File: src/rtl/mem_stage.sv
// Memory-access stage: latches the execute bus, waits out the SRAM read
// latency for loads, and offers the final result to writeback.
module mem_stage #(
  parameter int RD_LAT = 1
) (
  input  logic        clk,
  input  logic        rst,
  input  logic        es_to_ms_valid,
  input  logic [70:0] es_to_ms_bus,
  output logic        ms_allow_in,
  input  logic [31:0] data_sram_rdata,
  input  logic        ws_allow_in,
  output logic        ms_to_ws_valid,
  output logic [69:0] ms_to_ws_bus,
  output logic [6:0]  ms_to_che_bus
);

  typedef struct packed {
    logic        rf_or_mem;
    logic        rf_we;
    logic [4:0]  dest;
    logic [31:0] pc;
    logic [31:0] alu_result;
  } es_bus_t;

  localparam logic [2:0] LAT_INIT = 3'(RD_LAT - 1);

  es_bus_t     bus_r;
  logic        ms_valid;
  logic [2:0]  lat_cnt;
  logic [31:0] rdata_hold;
  logic        hold_vld;

  logic        ms_ready_go;
  logic        accept;
  logic        leave;
  logic        rd_now;
  logic [31:0] final_result;

  assign ms_ready_go = !bus_r.rf_or_mem || (lat_cnt == 3'd0);
  assign ms_allow_in = !ms_valid || (ms_ready_go && ws_allow_in);
  assign ms_to_ws_valid = ms_valid && ms_ready_go;

  assign accept = ms_allow_in && es_to_ms_valid;
  assign leave  = ms_to_ws_valid && ws_allow_in;

  assign rd_now = ms_valid && bus_r.rf_or_mem
               && (lat_cnt == 3'd0) && !hold_vld;

  // The held copy wins once captured, so SRAM bus changes stay invisible.
  always_comb begin
    final_result = bus_r.alu_result;
    if (bus_r.rf_or_mem) begin
      final_result = hold_vld ? rdata_hold : data_sram_rdata;
    end
  end

  assign ms_to_ws_bus = {bus_r.rf_we, bus_r.dest,
                         bus_r.pc, final_result};

  assign ms_to_che_bus = {ms_valid,
                          bus_r.rf_we && ms_valid,
                          bus_r.dest};

  always_ff @(posedge clk or posedge rst) begin
    if (rst) begin
      ms_valid <= 1'b0;
    end else if (ms_allow_in) begin
      ms_valid <= es_to_ms_valid;
    end
  end

  always_ff @(posedge clk or posedge rst) begin
    if (rst) begin
      bus_r      <= '0;
      lat_cnt    <= 3'd0;
      rdata_hold <= 32'd0;
      hold_vld   <= 1'b0;
    end else if (accept) begin
      bus_r    <= es_to_ms_bus;
      lat_cnt  <= LAT_INIT;
      hold_vld <= 1'b0;
    end else begin
      if (ms_valid && lat_cnt != 3'd0) begin
        lat_cnt <= lat_cnt - 3'd1;
      end
      if (leave) begin
        hold_vld <= 1'b0;
      end else if (rd_now) begin
        rdata_hold <= data_sram_rdata;
        hold_vld   <= 1'b1;
      end
    end
  end

endmodule
File: config.mk
export PLATFORM = sky130hd
export DESIGN_NAME = mem_stage
export DESIGN_NICKNAME = d
export VERILOG_FILES = /design/src/rtl/mem_stage.sv
export SDC_FILE = /design/constraint.sdc
export NUM_CORES = 1
export LEC_CHECK = 0
export CORE_UTILIZATION = 29
export CTS_CLUSTER_SIZE = 16
export DETAILED_ROUTE_END_ITERATION = 10
export PLACE_DENSITY = 0.64
export SLEW_MARGIN = 20
export SYNTH_ARGS = -nofsm -noshare
export SYNTH_HDL_FRONTEND = slang
export SYNTH_SLANG_ARGS = --single-unit
File: constraint.sdc
create_clock -name clk -period 5.05 [get_ports clk]
set_clock_uncertainty 0.15 [all_clocks]
set_input_delay 1.01 -clock clk [delete_from_list [all_inputs] [get_ports clk]]
set_output_delay 1.01 -clock clk [all_outputs]
set_load 0.05 [all_outputs]
==> results.tsv <==
stage	metric	value	unit
status	outcome	finished, final reports clean	
detailed_routing	DRT iter0 DRCs	60	
detailed_routing	vias	3442	
place	Port Buffers	185	
grt	total gr overflow	0	
synthesis	#FFs+latches synth	108	
setup_path	cell mode on critical path	clkdlybuf4s50_1	
cells_and_area	share of layout cells above drive strength 1	0.1195	
synthesis	Synthesis Warnings	0	
synthesis	post-synthesis adder-cell area fraction	0.004870	
synthesis	post-synthesis cell count	404	
setup_path	Req. time, crit path	3.89	ns
power_and_ir_drop	Pwr Total	0.005666	W
setup_path	slowest stage delay, CP	0.84	ns
cts	deepest clock path buffer count	2	
synthesis	largest family of logic cells by synthesized area	multiplexers	
power_and_ir_drop	VDD IR-drop max	508.6	uV
timing	Final Max Slew Viols	0	
cts	H-tree depth	3	
synthesis	Main synth FF type	dfrtp_1	
floorplanning	die width	135.1	microns
synthesis	XOR/XNOR share of the synthesized area	0	
power_and_ir_drop	leakage	2.960	nW
synthesis	Synth top area share	0.5259	
cells_and_area	area grow syn2layout	42.10	%
power_and_ir_drop	Psw	0.002563	W
detailed_routing	Post-route DRC	0	
synthesis	register area share after synthesis	0.5259	
setup_path	Max FO, Critical Path	3	
grt	GRT Overall Usage	0.1339	
floorplanning	initial core utilization	0.2971	
detailed_routing	wire per inst	15.25	microns
detailed_routing	ANT nets after route	0	
timing	Final Hold Viols	0	
synthesis	Syn Area/Cell	12.72	sq um
synthesis	multiplexer share of the synthesized area	0.2900	
place	routability cong.	0.7134	
synthesis	synth top area cells	dfrtp_1, mux2_1, mux2_2	
synthesis	Yosys top cell by area	dfrtp_1	
cells_and_area	Final #Nets	648	
timing	top achievable clock speed	0.2497	GHz
cts	clk_lat worst skew	0.34	ns
setup_path	crit end category	primary output	
timing	Worst-Margin Slew	1.002	ns
synthesis	Mapped Area	5139	sq um
place	Detail Placement HPWL	8.215	mm
power_and_ir_drop	Reg power frac	0.282	
synthesis	Post-synth ARST share	1.000	
timing	Slew HR	0.3301	
floorplanning	I/O pins	186	
cts	cts bufs inserted	9	
power_and_ir_drop	share of total power in the clock network	0.162	
grt	initial antenna violation count	0	
grt	largest net degree at the start of global routing	56	
cts	hold_buf cts	0	
grt	first-pass GRT wire length	18.69	mm
cts	CTS tree	done	
floorplanning	Rows	48	
setup_path	data arrival time of the worst path	2.84	ns
power_and_ir_drop	Net Sw Frac	0.4524	
cts	post-CTS sizing	0	
detailed_routing	WL final	11.73	mm
detailed_routing	via/cell ratio	4.476	
floorplanning	DIE HEIGHT	135.1	microns
synthesis	count leader, synth	dfrtp_1	
setup_path	crit path max-delay cell type	clkdlybuf4s50_1	
timing	Hold Slack	0.3378	ns
power_and_ir_drop	combinational power share	0.556	
timing	Setup violations, final	0	
cts	post-CTS setup buffer count	0	
cts	Root Driver	clkbuf_16	
floorplanning	Floorplan Core Area	17300	sq um
worst_hold_path	Hold WC Path Type	reg2reg	
timing	RSZ-0062 raised after global routing	false	
synthesis	Simple-Gate Fraction of Synth Area	0.03823	
power_and_ir_drop	Internal	0.003102	W
detailed_routing	DR pass1 iterations	4	
synthesis	Synth top cells by count	dfrtp_1, mux2_1, buf_4, mux2_2	
grt	vias in the first global route	3585	
cells_and_area	Layout fillers	1569	
cts	TritonCTS Sinks	108	
setup_path	Setup crit start kind	input pin	
synthesis	syn_nets	513	
power_and_ir_drop	pwr dens	775.9	nW/um^2
timing	crit share post-route	0.7929	
flow_run	max-cap violations	0	
timing	crit path time final	4.004	ns
synthesis	Synth cell types	27	
setup_path	Critical Path, Cell by Cell	clkdlybuf4s50_1 -> a21boi_0 -> nand2b_1 -> clkdlybuf4s50_1	
synthesis	EDFF count, synth	0	
timing	Fin Setup TNS	0	ns
cells_and_area	diode count	0	
setup_path	Setup CP Type	in2out	
floorplanning	DIE AREA	18260	sq um
cts	clk slew on worst S/H paths	0.07	ns
synthesis	Synth Area in Compound Gates	0.04505	
==> state kept, by name, indices dropped and copies added (netlist names) <==
register	flops
ms_to_che_bus	5
ms_to_ws_bus	33
rdata_hold	32
hold_vld	1
ms_valid	1
lat_cnt	3
bus_r	33
==> critical path, delay by kind of cell <==
kind	cells	cell delay [ns]
and+or+nand+nor	1	0.17
AOI/OAI and AO/OA	1	0.33
buffers and inverters	2	1.34
==> metrics by stage <==
stage | utilization | cell area [sq um] | setup WS, ns | cells
4_1_cts | 0.4206 | 7274 | 1.030 | 768
6_report | 0.4222 | 7302 | 1.046 | 769
2_1_floorplan | - | 5139 | 1.044 | 404
3_5_place_dp | 0.3976 | 6877 | 1.051 | 752
5_1_grt | 0.4222 | 7302 | 0.9851 | 769
3_3_place_gp | 0.3976 | 6877 | 0.9941 | 752
==> kinds of logic after synthesis <==
group	after synthesis
multiplexers	136
adder cells (fa/ha/maj)	2
flip-flops	108
AND/OR/NAND/NOR	44
buffers and inverters	72
AO/OA/AOI/OAI	42
==> cell type report <==
type                       instances  area (sq um)  area share
inverter                           5         21.27    0.002913
multi-input combinational        224          1954      0.2676
timing repair buffer             191          1942      0.2659
clock inverter                     6         158.9     0.02176
sequential                       108          2705      0.3705
clock buffer                      10         239.0     0.03273
tap                              225         281.5     0.03855
==> power groups by stage <==
stage | clock network, W | logic, W | registers (W)
2_1_floorplan | 0 | 0.00253 | 0.00147
3_3_place_gp | 0 | 0.00310 | 0.00162
3_5_place_dp | 0 | 0.00314 | 0.00165
4_1_cts | 0.000950 | 0.00315 | 0.00163
5_1_grt | 0.000980 | 0.00332 | 0.00167
6_report | 0.000918 | 0.00315 | 0.00160
==> routing by layer <==
| metal | global-route usage | vias up | part of all wire |
|---|---|---|---|
| met5 | 0 | - | 0 |
| met4 | 0.05431 | 0 | 0.015 |
| met3 | 0.04167 | 10 | 0.075 |
| met2 | 0.2231 | 113 | 0.48 |
| met1 | 0.1597 | 1694 | 0.43 |
| li1 | - | 1625 | - |
==> final timing paths <==
kind / start / to / slack, ns / depth (start not counted)
worst max-delay path: ws_allow_in / ms_allow_in / 1.05 / 4
worst min-delay path: ms_to_ws_bus[41] / ms_to_ws_bus[41] / 0.34 / 1
worst max register to register: bus_r[70] / rdata_hold[31] / 2.15 / 4
worst min register to register: ms_to_ws_bus[41] / ms_to_ws_bus[41] / 0.34 / 1
max in group asynchronous: rst / bus_r[70] / 2.99 / 3
min in group asynchronous: rst / ms_to_ws_bus[48] / 0.97 / 2
==> layout by cell type (no fill, tap or decap), drive strengths merged, types with 5 or more instances in the layout <==
cell type,instances
clkdlybuf4s50,185
dfrtp,108
mux2,103
a21oi,35
nor2,35
mux2i,33
clkbuf,10
buf,6
bufinv,5
inv,5
(Power assumes the default switching activity.)
